**src/rtl/gt_bist_pkg.sv**
```systemverilog
// gt_bist_pkg: shared state encoding and sweep sizing helpers for greater_than_bist
package gt_bist_pkg;

    typedef enum logic [1:0] {IDLE, DRIVE, CHECK, DONE} state_t;

    function automatic int vector_count(input int width);
        return 2 ** (2 * width);
    endfunction

    function automatic int sweep_cycles(input int width, input int settle);
        return vector_count(width) * (settle + 1);
    endfunction

endpackage

```
**src/rtl/greater_than_bist_operand_sweep_counter.sv**
```systemverilog
// operand_sweep_counter: walks every {a, b} pair with b as the fast-moving half
module operand_sweep_counter
    import gt_bist_pkg::*;
#(
    parameter int WIDTH = 2
) (
    input  logic             clk,
    input  logic             rst,
    input  logic             clear,
    input  logic             advance,
    output logic [WIDTH-1:0] a,
    output logic [WIDTH-1:0] b,
    output logic             last
);

    logic [2*WIDTH-1:0] cnt;

    always_ff @(posedge clk or posedge rst) begin
        if (rst)
            cnt <= '0;
        else if (clear)
            cnt <= '0;
        else if (advance)
            cnt <= cnt + 1'b1;
    end

    assign {a, b} = cnt;
    assign last   = &cnt;

endmodule

```
**src/rtl/greater_than_bist.sv**
```systemverilog
// greater_than_bist: exhaustive self-test of a greater-than comparator,
// counting mismatches against a > b and capturing the first failing pair.
module greater_than_bist
    import gt_bist_pkg::*;
#(
    parameter int WIDTH         = 2,
    parameter int SETTLE_CYCLES = 1
) (
    input  logic               clk,
    input  logic               rst,
    input  logic               start,
    input  logic               dut_out,
    output logic [WIDTH-1:0]   a,
    output logic [WIDTH-1:0]   b,
    output logic               busy,
    output logic               done,
    output logic               pass,
    output logic [2*WIDTH:0]   err_count,
    output logic               first_err_valid,
    output logic [WIDTH-1:0]   first_err_a,
    output logic [WIDTH-1:0]   first_err_b
);

    localparam int SW = SETTLE_CYCLES > 1 ? $clog2(SETTLE_CYCLES) : 1;
    localparam logic [SW-1:0] SETTLE_LAST = SW'(SETTLE_CYCLES - 1);

    state_t          state, next;
    logic [SW-1:0]   settle_cnt;
    logic            last, start_sweep, mismatch;

    assign start_sweep = start && (state == IDLE || state == DONE);
    assign mismatch    = state == CHECK && dut_out != (a > b);

    operand_sweep_counter #(.WIDTH(WIDTH)) u_sweep (
        .clk    (clk),
        .rst    (rst),
        .clear  (start_sweep),
        .advance(state == CHECK && !last),
        .a      (a),
        .b      (b),
        .last   (last)
    );

    always_ff @(posedge clk or posedge rst) begin
        if (rst)
            state <= IDLE;
        else
            state <= next;
    end

    always_comb begin
        next = state;
        case (state)
            IDLE, DONE: next = start ? DRIVE : state;
            DRIVE:      next = settle_cnt == SETTLE_LAST ? CHECK : DRIVE;
            CHECK:      next = last ? DONE : DRIVE;
            default:    next = IDLE;
        endcase
    end

    // The settle counter restarts whenever a vector is (re)entered in DRIVE.
    always_ff @(posedge clk or posedge rst) begin
        if (rst)
            settle_cnt <= '0;
        else if (start_sweep || state == CHECK)
            settle_cnt <= '0;
        else if (state == DRIVE)
            settle_cnt <= settle_cnt + 1'b1;
    end

    always_ff @(posedge clk or posedge rst) begin
        if (rst) begin
            err_count       <= '0;
            first_err_valid <= 1'b0;
            first_err_a     <= '0;
            first_err_b     <= '0;
        end else if (start_sweep) begin
            err_count       <= '0;
            first_err_valid <= 1'b0;
            first_err_a     <= '0;
            first_err_b     <= '0;
        end else if (mismatch) begin
            err_count <= err_count + 1'b1;
            if (!first_err_valid) begin
                first_err_valid <= 1'b1;
                first_err_a     <= a;
                first_err_b     <= b;
            end
        end
    end

    assign busy = state == DRIVE || state == CHECK;
    assign done = state == DONE;
    assign pass = done && err_count == '0;

endmodule

```
**config.mk**
```make
export PLATFORM = sky130hd
export DESIGN_NAME = greater_than_bist
export DESIGN_NICKNAME = d
export VERILOG_FILES = /design/src/rtl/gt_bist_pkg.sv /design/src/rtl/greater_than_bist_operand_sweep_counter.sv /design/src/rtl/greater_than_bist.sv
export SDC_FILE = /design/constraint.sdc
export NUM_CORES = 1
export LEC_CHECK = 0
export ABC_AREA = 0
export CORE_MARGIN = 2
export CORE_UTILIZATION = 35
export DETAILED_ROUTE_END_ITERATION = 16
export SLEW_MARGIN = 0
export SYNTH_ARGS = -nofsm -noshare
export SYNTH_HDL_FRONTEND = slang
export SYNTH_SLANG_ARGS = --single-unit
```
**constraint.sdc**
```tcl
create_clock -name clk -period 2.22 [get_ports clk]
set_input_delay 0.222 -clock clk [delete_from_list [all_inputs] [get_ports clk]]
set_output_delay 0.222 -clock clk [all_outputs]
set_load 0.02 [all_outputs]
```
==> key figures, run 1 <==
Status
  – Status: complete, but fails checks
  – Failing checks: DRC

Placed design
  – Post-Place Worst Slack: 0.241 ns
  – Buffers on Ports: 20
  – Placed Cells: 160
  – HPWL Detailed: 1560 um
  – Routability cong.: 0.772
  – Dpl cell area: 0.00128 mm^2

Setup path
  – R2R depth: 6
  – Worst Path Required: 2.00 ns
  – Flop2flop setup slack: 0.23 ns
  – Worst path bufs/invs: 3
  – CP cell instances: inv_1 -> ha_1 -> inv_1 -> clkdlybuf4s50_1
  – Worst Path Arrival: 1.81 ns
  – Most common cell on crit path: inv_1
  – Max stage delay cell, worst path: clkdlybuf4s50_1
  – Reg2Reg Capture Point: first_err_b[1]
  – Critical R2R Launch: u_sweep.cnt[1]
  – CP max FO: 7
  – Crit path launch type: flip-flop
  – Delay-heaviest family, CP: buffers and inverters
  – Crit-path max cell delay: 0.60 ns
  – Critical path capture point type: output port
  – Setup CP Type: reg -> out

Timing
  – Fin crit share: 0.915
  – Final setup violation count: 0
  – Slew HR: 0.541
  – Worst hold slack: 0.306 ns
  – Fin Clk Skew: 0.0118 ns
  – Min Tclk post-route: 2.03 ns
  – Post-route setup slack: 0.188 ns
  – Slew @ Worst Pin: 0.688 ns
  – Max Freq: 492 MHz
  – Final Hold Vio Count: 0
  – Slew Limit Fails: 0
  – Final setup TNS: 0 ns
  – RSZ-0062 raised after global routing: false

Detailed routing
  – Vias per inst: about 5
  – DR DRC count: 1
  – Wirelength, routed: between 2000 and 2500 um
  – Iteration-0 DRC Markers: 26
  – Detailed-route wire length per cell: 12.6 um
  – Vias: 833
  – Antenna viol nets, final: 0
  – Pre-antenna DRT Iters: 10

Global routing
  – First-pass GRT wire length: 3580 um
  – Global-route usage over all layers: 0.140
  – Initial antenna violation count: 0
  – Largest net degree at the start of global routing: 20
  – Global route overflow: 0
  – Vias in the first global route: 772

Floorplan
  – Die height: 58.7 um
  – Initial Util: 0.373
  – Io pins: 21
  – Die width: 58.7 um
  – # rows: 19
  – CORE AREA: roughly 0.0028 mm^2
  – Die ar.: 0.00344 mm^2

Clock network
  – Clock-pin slew on the worst setup and hold paths: 0.11 ns
  – CTS Buf Count: 3
  – H-tree depth: 1
  – Clock Tree Root: clkbuf_4
  – Worst skew pair latency: 0.30 ns
  – Cts hold-fix bufs: 0
  – Post_cts resized: 0
  – Setup bufs post-CTS: 0
  – Max clock buf depth: 2
  – TritonCTS clock tree: yes
  – Clock Sinks: 17

Power and ir drop
  – Pwr Total: ~1.3 mW
  – VDD IR max: around 0.65 mV
  – PD cells: between 900 and 1000 mW/mm^2
  – P_leak: 0.578 nW

Layout
  – Fin nets: 146
  – Fillers: about 280
  – P&R area growth vs syn: 25.4%
  – Diode count: 0
  – Most frequent cells in the layout: 21 x nand2_1, 20 x clkdlybuf4s50_1, 17 x dfrtp_1
  – Final core utilization: 0.467
  – Commonest non-fill, non-tap cell in the layout: nand2_1
  – Finished Cell Area: 0.00131 mm^2
  – Final Non-Filler Cells: between 150 and 200
  – Share of cells above drive strength 1: 0.0602

Yosys
  – Asr flop ratio synth: 1.00
  – Syn Nets: 122
  – Post-synth top flop: dfrtp_1
  – Synth Register Bits: 17
  – Post-Syn Instances: 110
  – Largest cells by area after synthesis: dfrtp_1 41%, mux2i_1 12%, ha_1 9.6%, nand2_1 7.5%, inv_1 3.2%
  – Synth Cell Area: 0.00105 mm^2
  – Syn_area_per_cell: between 9 and 10 um^2
  – Synth cell types: 29
  – Top-area cell type share of the netlist area: 0.407
  – Sequential-to-total area share from yosys stat: 0.407
  – Synth area leader: dfrtp_1
  – Yosys warns: 0
  – EDFF count, synth: 0

Run
  – Max-Cap Viols: 0

Worst hold path
  – Hold/Removal Path Class: in -> async
how the worst max path moves through the flow:
stage                                end  slack (ns)  cells past startpoint            from
final                               busy        0.19                      4        state[0]
after global routing                busy        0.07                      4        state[0]
after CTS                           busy        0.16                      4        state[0]
after detailed placement  first_err_b[1]        0.24                      6  u_sweep.cnt[1]
after global placement    first_err_b[1]        0.31                      6  u_sweep.cnt[1]
after floorplan           first_err_a[0]        0.27                      6  u_sweep.cnt[1]
report_power, final:
group | switching [mW] | internal (mW)
registers | 0.0663 | 0.369
clock network | 0.107 | 0.0672
logic | 0.361 | 0.314
final cells by class:
cell class / instances / area, um^2 / share of cell area
clock buffers: 3 / 22.5 / 0.0172
clock inverters: 1 / 5.00 / 0.00382
inverters: 9 / 33.8 / 0.0258
multi-input cells: 82 / 578 / 0.441
flip-flops and latches: 17 / 425 / 0.324
well taps: 31 / 38.8 / 0.0296
repair buffers: 21 / 208 / 0.158
Yosys cell counts, drive strengths merged, types with 2 or more instances:
| library cell | count |
|---|---|
| ha | 8 |
| nor2b | 2 |
| mux2i | 14 |
| a31oi | 2 |
| nand2 | 21 |
| nor2 | 8 |
| nand3b | 2 |
| nand4 | 2 |
| a21oi | 3 |
| nand3 | 5 |
| nand2b | 3 |
| inv | 9 |
| dfrtp | 17 |
sequential cells by signal (all words and copies together) (netlist names):
register	cells
first_err_a	2
u_sweep.cnt	4
err_count	5
settle_cnt	1
first_err_b	2
state	2
first_err_valid	1
routing by layer:
metal / up-vias / track usage / share of wire
met2: 18 / 0.210 / 0.47
met1: 387 / 0.181 / 0.48
met4: 0 / 0.0617 / 0.014
met5: - / 0 / 0
met3: 4 / 0.0484 / 0.036
li1: 424 / - / -
cell families after synthesis:
| family | share of synthesized area |
|---|---|
| adder cells (fa/ha/maj) | 0.0957 |
| buffers and inverters | 0.0407 |
| AO/OA/AOI/OAI | 0.0849 |
| AND/OR/NAND/NOR | 0.218 |
| multiplexers | 0.138 |
| flip-flops | 0.407 |
| XOR/XNOR | 0.0167 |
Power figures use the tool's default switching activity.
==> inputs of run 2 (changes only) <==
--- a/config.mk
+++ b/config.mk
@@ -6,6 +6,7 @@
 export NUM_CORES = 1
 export LEC_CHECK = 0
 export ABC_AREA = 0
+export CAP_MARGIN = 20
 export CORE_MARGIN = 2
 export CORE_UTILIZATION = 35
 export DETAILED_ROUTE_END_ITERATION = 16
==> results of run 2 <==
Same layout as run 1: the final DEF is identical, and so are final timing and power.
==> inputs of run 3 (changes only) <==
--- a/config.mk
+++ b/config.mk
@@ -7,6 +7,7 @@
 export LEC_CHECK = 0
 export ABC_AREA = 0
 export CAP_MARGIN = 20
+export CORE_ASPECT_RATIO = 0.7
 export CORE_MARGIN = 2
 export CORE_UTILIZATION = 35
 export DETAILED_ROUTE_END_ITERATION = 16
==> key figures, run 3 (synthesis results as in run 1) <==
Layout
  – Share of cells above drive strength 1: 0.0526
  – Max reg flops: 5
  – P&R area growth vs syn: 27.6%
  – Most frequent cells in the layout: 21 x nand2_1, 20 x clkdlybuf4s50_1, 17 x dfrtp_1
  – Commonest non-fill, non-tap cell in the layout: nand2_1
  – Fillers: roughly 260
  – Regs by FF count: err_count x5, u_sweep.cnt x4
  – Fin nets: 146
  – Top reg by flops: err_count
  – Diode count: 0
  – Final Non-Filler Cells: around 170

Setup path
  – Worst path bufs/invs: 1
  – Max stage delay cell, worst path: dfrtp_1
  – Worst Path Arrival: 2.17 ns
  – Critical R2R Launch: u_sweep.cnt[1]
  – CP cell instances: inv_1 -> ha_1 -> nor2b_4 -> a2bb2oi_4 -> mux2i_2 -> mux2i_1
  – Worst Path Required: 2.39 ns
  – Reg2Reg Capture Point: first_err_b[1]
  – Flop2flop setup slack: 0.22 ns
  – Delay-heaviest family, CP: multiplexers
  – Setup CP Type: reg -> reg
  – Crit path launch type: flip-flop
  – Crit-path max cell delay: 0.44 ns
  – R2R depth: 6
  – CP max FO: 6
  – Critical path capture point type: flip-flop

Placed design
  – Placed Cells: 165
  – Routability cong.: 0.808
  – Buffers on Ports: 20
  – HPWL Detailed: 1590 um

Global routing
  – Global-route usage over all layers: 0.135
  – Largest net degree at the start of global routing: 20
  – First-pass GRT wire length: 3650 um
  – Vias in the first global route: approximately 760
  – Global route overflow: 0
  – Initial antenna violation count: 0

Detailed routing
  – Detailed-route wire length per cell: 12.5 um
  – Pre-antenna DRT Iters: 4
  – Antenna viol nets, final: 0
  – Iteration-0 DRC Markers: 23
  – Wirelength, routed: 2110 um
  – Vias per inst: 4.83
  – Vias: 816
  – DR DRC count: 0

Clock network
  – Cts hold-fix bufs: 0
  – Clock Sinks: 17
  – Post_cts resized: 0
  – Clock-pin slew on the worst setup and hold paths: 0.07 ns
  – Setup bufs post-CTS: 0
  – CTS Buf Count: 3
  – Max clock buf depth: 2
  – Clock Tree Root: clkbuf_8
  – Worst skew pair latency: 0.25 ns
  – TritonCTS clock tree: yes
  – H-tree depth: 1

Timing
  – Final Hold Vio Count: 0
  – Final setup violation count: 0
  – Final setup TNS: 0 ns
  – Worst hold slack: 0.373 ns
  – Slew Limit Fails: 0
  – Min Tclk post-route: 2.00 ns
  – Fin crit share: 0.900
  – Slew HR: 0.541
  – Max Freq: 500 MHz
  – RSZ-0062 raised after global routing: false
  – Fin Clk Skew: roughly 0.0017 ns
  – Slew @ Worst Pin: 0.688 ns

Floorplan
  – # rows: 16
  – Io pins: 21
  – Die height: 49.7 um
  – Die ar.: 0.00345 mm^2
  – Initial Util: 0.371
  – Die width: around 70 um
  – CORE AREA: 0.00282 mm^2

Power and ir drop
  – P_leak: 0.583 nW
  – PD cells: 1010 mW/mm^2
  – VDD IR max: 0.446 mV

Run
  – Max-Cap Viols: 0

Worst hold path
  – Hold/Removal Path Class: in -> async

Status
  – Status: finished clean
==> run 3: cell count changes in the layout (fill, tap and decap cells not counted) <==
cell      before  now
clkbuf_4       3    0
clkbuf_8       0    3
clkbuf_1       0    1
clkinv_2       1    0
==> run 3: through the flow <==
stage | setup WS, ns | area [um^2] | power, mW | utilization
6_report | 0.222 | 1340 | 1.35 | 0.473
3_5_place_dp | 0.216 | 1290 | 1.13 | 0.457
2_1_floorplan | 0.275 | 1050 | 0.926 | -
3_3_place_gp | 0.308 | 1290 | 1.12 | 0.457
5_1_grt | 0.0924 | 1340 | 1.46 | 0.473
4_1_cts | 0.207 | 1340 | 1.37 | 0.473
==> run 3: report_power, final <==
group	internal [mW]	switching, mW
combinational	0.314	0.360
sequential	0.370	0.0693
clock	0.127	0.109
total	0.811	0.538
==> run 3: how the worst max path moves through the flow <==
| stage | start | cells after the start | slack [ns] | endpoint |
|---|---|---|---|---|
| final | u_sweep.cnt[1] | 6 | 0.22 | first_err_b[1] |
| after global routing | u_sweep.cnt[1] | 6 | 0.09 | first_err_b[1] |
| after CTS | u_sweep.cnt[1] | 6 | 0.21 | first_err_b[1] |
| after detailed placement | u_sweep.cnt[1] | 6 | 0.22 | first_err_b[1] |
| after global placement | u_sweep.cnt[1] | 6 | 0.31 | first_err_a[0] |
| after floorplan | u_sweep.cnt[1] | 6 | 0.27 | first_err_a[0] |
==> run 3: layout make-up <==
type,count,area (um^2),share of cell area
sequential,17,425,0.319
clock buffer,4,45.0,0.0337
inverter,9,33.8,0.0253
timing repair buffer,21,208,0.156
tap,36,45.0,0.0337
multi-input combinational,82,578,0.433
==> run 3: layer usage <==
metal  GRT usage  wire length, um
met5           0                0
met4      0.0196                0
met3      0.0450              122
met2       0.197              852
met1       0.198             1130
